==> config.mk <==
export PLATFORM = sky130hd
export DESIGN_NAME = io_checkpoint_monitor
export DESIGN_NICKNAME = d
export VERILOG_FILES = /design/src/rtl/io_checkpoint_pkg.sv /design/src/rtl/io_sample_filter.sv /design/src/rtl/io_checkpoint_monitor.sv
export SDC_FILE = /design/constraint.sdc
export NUM_CORES = 1
export LEC_CHECK = 0
export BUFFER_PORTS_ARGS = -buffer_cell sky130_fd_sc_hd__buf_2
export CORE_UTILIZATION = 45
export CTS_BUF_LIST = sky130_fd_sc_hd__clkbuf_4 sky130_fd_sc_hd__clkbuf_8
export CTS_CLUSTER_DIAMETER = 50
export CTS_CLUSTER_SIZE = 28
export DETAILED_ROUTE_END_ITERATION = 12
export GPL_TIMING_DRIVEN = 0
export PLACE_DENSITY = 0.76
export SLEW_MARGIN = 20
export SYNTH_ARGS = -nofsm -noshare
export SYNTH_HDL_FRONTEND = slang
export SYNTH_SLANG_ARGS = --single-unit
==> constraint.sdc <==
create_clock -name clock -period 3.86 [get_ports clock]
set_input_delay 0 -clock clock [delete_from_list [all_inputs] [get_ports clock]]
set_output_delay 0 -clock clock [all_outputs]
set_load 0.02 [all_outputs]
==> src/rtl/io_checkpoint_pkg.sv <==
// Shared types and cfg_wdata field layout for the checkpoint monitor.
// State encoding plus table entry kind constants.
package io_checkpoint_pkg;

    typedef enum logic [2:0] {
        IDLE,
        ARM,
        WAIT,
        PASS,
        FAIL
    } state_t;

    localparam int KIND_BIT = 32;
    localparam int ALT_MSB  = 31;
    localparam int ALT_LSB  = 16;
    localparam int PRI_MSB  = 15;
    localparam int PRI_LSB  = 0;

    localparam logic KIND_CHECK  = 1'b0;
    localparam logic KIND_STATUS = 1'b1;

endpackage

==> src/rtl/io_sample_filter.sv <==
// Two-flop synchronizer plus stability filter for asynchronous pad inputs.
// Ports: clock, resetb, raw -> settled, settled_val.
module io_sample_filter #(
    parameter int WIDTH         = 20,
    parameter int STABLE_CYCLES = 4
) (
    input  logic             clock,
    input  logic             resetb,
    input  logic [WIDTH-1:0] raw,
    output logic             settled,
    output logic [WIDTH-1:0] settled_val
);

    localparam logic [7:0] STABLE = 8'(STABLE_CYCLES);

    logic [WIDTH-1:0] sync1;
    logic [WIDTH-1:0] sync2;
    logic [WIDTH-1:0] prev;
    logic [7:0]       stable_cnt;
    logic [7:0]       cnt_next;

    // Any change restarts the count; identical samples count up and
    // saturate. settled looks at the count being loaded this cycle so
    // the consumer sees it without an extra register stage.
    always_comb begin
        cnt_next = stable_cnt;
        if (sync2 != prev)
            cnt_next = '0;
        else if (stable_cnt != STABLE)
            cnt_next = stable_cnt + 8'd1;
    end

    assign settled     = (cnt_next == STABLE);
    assign settled_val = sync2;

    always_ff @(posedge clock or negedge resetb) begin
        if (!resetb) begin
            sync1      <= '0;
            sync2      <= '0;
            prev       <= '0;
            stable_cnt <= '0;
        end else begin
            sync1      <= raw;
            sync2      <= sync1;
            prev       <= sync2;
            stable_cnt <= cnt_next;
        end
    end

endmodule

==> src/rtl/io_checkpoint_monitor.sv <==
// Ordered checkpoint matcher for firmware-driven pad values with timeout.
// Ports: cfg_* table/length, start, pad inputs -> busy/pass/fail/step/irq.
module io_checkpoint_monitor
    import io_checkpoint_pkg::*;
#(
    parameter int DEPTH          = 8,
    parameter int STABLE_CYCLES  = 4,
    parameter int TIMEOUT_CYCLES = 150000
) (
    input  logic                     clock,
    input  logic                     resetb,
    input  logic                     cfg_we,
    input  logic [$clog2(DEPTH)-1:0] cfg_addr,
    input  logic [32:0]              cfg_wdata,
    input  logic [$clog2(DEPTH):0]   cfg_len,
    input  logic                     start,
    input  logic [15:0]              checkbits_in,
    input  logic [3:0]               status_in,
    output logic                     busy,
    output logic                     pass,
    output logic                     fail,
    output logic [$clog2(DEPTH):0]   step,
    output logic                     done_irq
);

    localparam int AW = $clog2(DEPTH);
    localparam int SW = AW + 1;
    localparam logic [31:0] TO_LAST = 32'(TIMEOUT_CYCLES - 1);

    state_t state;
    state_t state_next;

    logic [32:0]   tbl [DEPTH];
    logic [SW-1:0] len_q;
    logic [SW-1:0] step_next;
    logic [SW-1:0] step_inc;
    logic [31:0]   timer;
    logic          irq_next;

    logic          settled;
    logic [19:0]   settled_val;
    logic [32:0]   entry;
    logic [15:0]   pri;
    logic [15:0]   alt;
    logic [15:0]   cb;
    logic [3:0]    st;
    logic          hit;
    logic          match;

    io_sample_filter #(
        .WIDTH        (20),
        .STABLE_CYCLES(STABLE_CYCLES)
    ) u_filter (
        .clock      (clock),
        .resetb     (resetb),
        .raw        ({status_in, checkbits_in}),
        .settled    (settled),
        .settled_val(settled_val)
    );

    assign busy = (state == ARM) || (state == WAIT);
    assign pass = (state == PASS);
    assign fail = (state == FAIL);

    // Table is frozen while a sequence runs.
    always_ff @(posedge clock) begin
        if (cfg_we && !busy)
            tbl[cfg_addr] <= cfg_wdata;
    end

    assign entry = tbl[step[AW-1:0]];
    assign pri   = entry[PRI_MSB:PRI_LSB];
    assign alt   = entry[ALT_MSB:ALT_LSB];
    assign cb    = settled_val[15:0];
    assign st    = settled_val[19:16];

    always_comb begin
        hit = 1'b0;
        if (entry[KIND_BIT] == KIND_STATUS)
            hit = (st == pri[3:0]) || (st == alt[3:0]);
        else
            hit = (cb == pri) || (cb == alt);
    end

    assign match    = settled && hit;
    assign step_inc = step + SW'(1);

    always_comb begin
        state_next = state;
        step_next  = step;
        unique case (state)
            IDLE, PASS, FAIL: begin
                if (start) begin
                    state_next = ARM;
                    step_next  = '0;
                end
            end
            ARM: begin
                if (cfg_len == '0)
                    state_next = PASS;
                else
                    state_next = WAIT;
            end
            WAIT: begin
                // A match in the timeout cycle still counts.
                if (match) begin
                    step_next = step_inc;
                    if (step_inc == len_q)
                        state_next = PASS;
                end else if (timer == TO_LAST) begin
                    state_next = FAIL;
                end
            end
            default: state_next = IDLE;
        endcase
        irq_next = busy &&
                   ((state_next == PASS) || (state_next == FAIL));
    end

    always_ff @(posedge clock or negedge resetb) begin
        if (!resetb) begin
            state    <= IDLE;
            step     <= '0;
            len_q    <= '0;
            timer    <= '0;
            done_irq <= 1'b0;
        end else begin
            state    <= state_next;
            step     <= step_next;
            done_irq <= irq_next;
            if (state == ARM)
                len_q <= cfg_len;
            // Timer counts from the start edge, so ARM is cycle 0.
            if (state_next == ARM)
                timer <= '0;
            else if (busy)
                timer <= timer + 32'd1;
        end
    end

endmodule

# After elaboration in Yosys (flattened, before gate mapping)
# Memories as Yosys holds them, arrays and structs flattened.
# Index checks and enable logic that the tools add are counted.
[totals]
ram_bits = 264
input_bits = 64
word_cells = 61
regBits = 112
output_inout_bits = 8
n_memories = 1
[op_classes]
add_sub_neg = 3
n_reduce_logical = 14
muxes = 16
eq_ne = 18
[memory_table]
columns = ["memory", "depth", "word_bits", "read_ports", "rd_clocked_by_memory_dff", "write_ports", "line_no", "source"]
rows = [
  ["tbl", 8, 33, 1, 0, 1, "io_checkpoint_monitor.sv:33", "logic [32:0] tbl [DEPTH];"],
]
[ops]
columns = ["operator", "count"]
rows = [
  ["2-to-1 mux 32 bit", 2],
  ["adder 32 x 1 -> 32 bit (second input constant)", 1],
  ["equality test 16 bit", 2],
  ["equality test 32 x 18 -> 1 bit (second input constant)", 1],
  ["inequality test 20 bit", 1],
  ["2-to-1 mux 8 bit", 2],
  ["equality test 4 bit", 3],
  ["2-to-1 mux 3 bit", 4],
  ["equality test 3 x 2 -> 1 bit (second input constant)", 3],
  ["case mux 3 bit (3 select lines)", 1],
  ["adder 8 x 1 -> 8 bit (second input constant)", 1],
  ["equality test 8 x 3 -> 1 bit (second input constant)", 1],
  ["2-to-1 mux 4 bit", 2],
  ["inequality test 8 x 3 -> 1 bit (second input constant)", 1],
  ["case mux 4 bit (2 select lines)", 1],
  ["equality test 3 x 1 -> 1 bit (second input constant)", 2],
  ["equality test 3 bit (second input constant)", 2],
  ["adder 4 x 1 -> 4 bit (second input constant)", 1],
  ["zero test 4 bit", 1],
  ["logical OR 1 bit", 4],
  ["2-to-1 mux 1 bit", 4],
  ["inequality test 2 bit (second input constant)", 2],
  ["nonzero test 2 bit", 2],
  ["logical AND 1 bit", 3],
  ["other kinds (4)", 4],
]

# Depth between registers and ports, before layout
[logic_depth]
ltp_word = 10
depth_mapped = 12

# Hierarchy
# A second synthesis with hierarchy kept.
[unflattened]
hier_cells = 840
hier_area_um2 = 14951.8
[modules_own_cells]
columns = ["mod", "cells_per_inst", "area_each_um2", "instances"]
rows = [
  ["io_checkpoint_monitor", 697, 12705.9, 1],
  ["io_sample_filter", 143, 2245.9, 1],
]

# Least setup slack after synthesis
# No wires, ideal clock.
[synth_path]
kind = "register -> register"
from = "register state[1]"
to = "memory tbl[0][0], enable pin"
setup_slack_ns = -0.344
synth_period_minus_slack_ns = 4.204
arrival_time_ns = 3.740
n_path_buf = 0
stages_incl_launch_ff = 5
cell_sequence = "dfrtp_1 > xnor2_1 > nor2_2 > or3b_2 > nor3_1"
[synth_between]
elab_chain_len = 6
[synth_lines]
columns = ["element", "line_no", "source"]
rows = [
  ["from (decl)", "io_checkpoint_monitor.sv:30", "state_t state;"],
  ["from (signal assigned)", "io_checkpoint_monitor.sv:128", "state <= state_next;"],
  ["equality test 3 x 1 -> 1 bit / equality test 3 x 2 -> 1 bit (equally long branches)", "io_checkpoint_monitor.sv:61", "assign busy = (state == ARM) || (state == WAIT);"],
  ["logical OR 1 bit (*)", "io_checkpoint_monitor.sv:61", ""],
  ["via busy", "io_checkpoint_monitor.sv:19", "output logic busy,"],
  ["zero test 1 bit (*)", "io_checkpoint_monitor.sv:67", "if (cfg_we && !busy)"],
  ["logical AND 1 bit (*)", "io_checkpoint_monitor.sv:67", ""],
  ["2-to-1 mux 1 bit (*)", "io_checkpoint_monitor.sv:67", ""],
  ["2-to-1 mux 1 bit (not written as such) (*)", "io_checkpoint_monitor.sv:68", "tbl[cfg_addr] <= cfg_wdata;"],
  ["to (decl)", "io_checkpoint_monitor.sv:33", ""],
]
# The timed path passes the listed nets; every way through them passes the cells marked *.

# Final worst setup path
[layout_path]
from = "register state[1]"
to = "memory tbl[0][16], enable pin"
[layout_between]
elab_chain_len = 6
[layout_lines]
columns = ["element", "line_no"]
rows = [
  ["equality test 3 x 1 -> 1 bit / equality test 3 x 2 -> 1 bit (equally long branches)", "io_checkpoint_monitor.sv:61"],
  ["logical OR 1 bit (*)", "io_checkpoint_monitor.sv:61"],
  ["zero test 1 bit (*)", "io_checkpoint_monitor.sv:67"],
  ["logical AND 1 bit (*)", "io_checkpoint_monitor.sv:67"],
  ["2-to-1 mux 1 bit (*)", "io_checkpoint_monitor.sv:67"],
  ["2-to-1 mux 1 bit (not written as such) (*)", "io_checkpoint_monitor.sv:68"],
]
# Every way passes the cells marked *; elsewhere a longest branch is shown, timed or not.

==> flow_summary_export.csv <==
group,metric,value,unit
hold_path,min_path_cells,2,
synthesis,synth_edf_count,264,
synthesis,ys.flop_type,"edfxtp_1",
clock_tree,cts_sinks,376,
critical_path,reg2reg_slack,0.44,ns
finish,seq_area,10700,sq um
finish,area_delta_synth_final,19.1,%
die,die_area,34000,sq um
clock_tree,clk_latency,0.64,ns
drt,route.antenna.remaining_nets,0,
finish,final_cell_mix,"edfxtp_1, dfrtp_1, dlygate4sd3_1",
power,combPwrFrac,15.3,%
synthesis,synth_seq_cells,376,
drt,wl_per_cell,21.2,um
clock_tree,cts_buffers,31,
global_route,grt_usage,19.6,%
hold_path,min_to,"u_filter.sync1[3]",
timing,slew_headroom,46.9,%
timing,rsz0062_at_grt,"false",
critical_path,critPathCaptureType,"flop",
drt,wl,32200,um
run,maxCapViolations,0,
finish,fillers,2574,
power,pwr-share-clk,30.0,%
placement,port_buffers,71,
synthesis,synth_area,15000,sq um
finish,layout_commonest_cell,"edfxtp_1",
power,power,8.58,mW
critical_path,crit_type,"reg -> reg",
hold_path,hp-start,"checkbits_in[3]",
placement,dpl.hpwl,21000,um
critical_path,worstRegToRegCells,7,
clock_tree,clockBufferDepth,3,
hold_path,hp-class,"in -> reg",
synthesis,synthArstFlopShare,29.8,%
power,pwr-share-seq,54.7,%
power,swShare,27.9,%
timing,final-setup-viol-count,0,
power,pwr_density_cell,481,nW/um^2
placement,place.gp.congestion,0.789,
global_route,grt_pass1_vias,8520,
drt,vias,8112,
timing,fin_hold_ws,0.0432,ns
global_route,grt_max_degree,68,
finish,layout-drive-gt1-share,22.7,%
clock_tree,clk_pin_slew,0.11,ns
timing,finalMaxSlewViolations,0,
critical_path,crit_required,4.18,ns
global_route,overflow,0,
synthesis,synth_warnings,0,
synthesis,syn_avg_cell_area,17.5,sq um
synthesis,synth-seq-area-share,71.7,%
finish,antennaDiodeCount,0,
clock_tree,htreeDepth,1,
synthesis,netlist_instances,854,
power,p_sw,2.39,mW
drt,drtIter0Drc,664,
timing,max_freq,0.292,GHz
drt,drcViolationCount,0,
die,core,32600,sq um
timing,min_period,3.42,ns
critical_path,cp-start-kind,"flop",
critical_path,cp.arrival,3.74,ns
die,rows,66,
die,die_h,184,um
timing,finalHoldViolCount,0,
clock_tree,clockRootBuffer,"clkbuf_8",
finish,fin_nets,1120,
critical_path,r2r-start,"state[1]",
power,leakage,6.19,nW
critical_path,worstReg2RegEnd,"tbl[0][16]",
drt,routed_via_density,5.34,
timing,skew,0.0487,ns
drt,firstDrtPassIters,5,
critical_path,cp_max_fo,11,
die,start_util,45.9,%
synthesis,synth.net_count,922,
power,peakVddDrop,366,uV
die,ioPinCount,72,
global_route,grt_pass1_wl,49300,um
timing,period_share,88.6,%
die,fp.dieW,184,um
global_route,antenna_found_initial,0,
status,status,"complete, no violations",
power,power.internal,6.18,mW
timing,worst_pin_slew,0.794,ns
synthesis,ys_types,56,
clock_tree,cts_tree,"built",
timing,tns,0,ns
finish,fin_util,54.6,%
finish,multi_input_area,4060,sq um
-- per-stage QoR --
step | instances | area (sq um) | setup WS, ns
6_report | 1519 | 17800 | 0.439
5_1_grt | 1519 | 17800 | 0.239
4_1_cts | 1519 | 17800 | 0.409
3_5_place_dp | 1384 | 16300 | 0.560
3_3_place_gp | 1367 | 15900 | -2.70
2_1_floorplan | 854 | 15000 | 0.140
-- registers in the layout, summed over array words and instances, names as in the netlist, 3 cells and up --
register,cells
u_filter.prev,20
state,3
u_filter.stable_cnt,8
tbl,264
step,4
len_q,4
u_filter.settled_val,20
u_filter.sync1,20
timer,32
-- synth_stat cells (6+ instances only) --
master    instances  area (sq um)
a21oi_1          10          50.1
a221oi_1          9          78.8
a22o_1            9          78.8
and3_1            6          37.5
buf_4             7          52.6
buf_6             8          90.1
dfrtp_1         112          2800
edfxtp_1        264          7930
inv_1             8          30.0
mux2i_1          60           601
mux4_2           46          1040
nand2_1          27           101
nand3_1          20           100
nand4_1          14          87.6
nor2_1           54           203
nor3_1            9          45.0
nor4_1            8          50.1
o21ai_0           9          45.0
or3_1             6          37.5
xnor2_1          55           482
xor2_1           45           394
-- repair_timing --
item,CTS,global route
resized for setup,0,0
hold endpoints to repair,446,0
hold buffers,77,0
setup buffers,0,0
-- power by group through the flow --
stage          Sequential, mW  Clock, mW  Combinational, mW
6_report                 4.69       2.57               1.31
5_1_grt                  4.71       2.76               1.42
4_1_cts                  4.69       2.61               1.32
3_5_place_dp             4.77          0               1.26
3_3_place_gp             4.78          0               1.17
2_1_floorplan            4.75          0              0.800
-- how the worst max path moves through the flow --
| stage | start | end | slack [ns] | cells after the start |
|---|---|---|---|---|
| 2_1_floorplan | state[1] | tbl[1][0] | 0.14 | 3 |
| 3_3_place_gp | state[1] | tbl[1][24] | -2.70 | 3 |
| 3_5_place_dp | step[0] | step[3] | 0.56 | 12 |
| 4_1_cts | state[1] | tbl[0][16] | 0.41 | 7 |
| 5_1_grt | state[1] | tbl[0][16] | 0.24 | 7 |
| 6_report | state[1] | tbl[0][16] | 0.44 | 7 |
-- cell type report --
class                      count  share of cell area [%]
buffer                        27                    1.20
multi-input combinational    443                    22.8
inverter                       8                   0.169
clock inverter                27                    1.97
timing repair buffer         165                    8.19
clock buffer                  31                    2.39
tap                          442                    3.10
sequential                   376                    60.2
-- cell families after synthesis --
family	synth area share [%]
AOI/OAI and AO/OA	2.82
xor gates and xnor gates	5.85
adders and majority gates	0.334
buffers and inverters	1.63
DFF	71.7
muxes	11.8
and+or+nand+nor	5.88
-- routing by layer --
metal	track usage, %	vias to the layer above	part of all wire (%)
met5	0	-	0
met4	5.10	0	2.3
li1	-	3669	-
met3	3.20	55	6.4
met2	33.2	282	49
met1	26.3	4106	42
-- worst max-delay path, cell delays in order (launching register included) --
cell and delay (ns):
dfrtp_1 0.46, xnor2_1 0.55, nor2_2 0.20, or3b_2 0.62, nor3_4 0.15, dlygate4sd3_1 0.74, buf_8 0.22, buf_8 0.18
No activity file was read; power rests on OpenSTA's default activity.
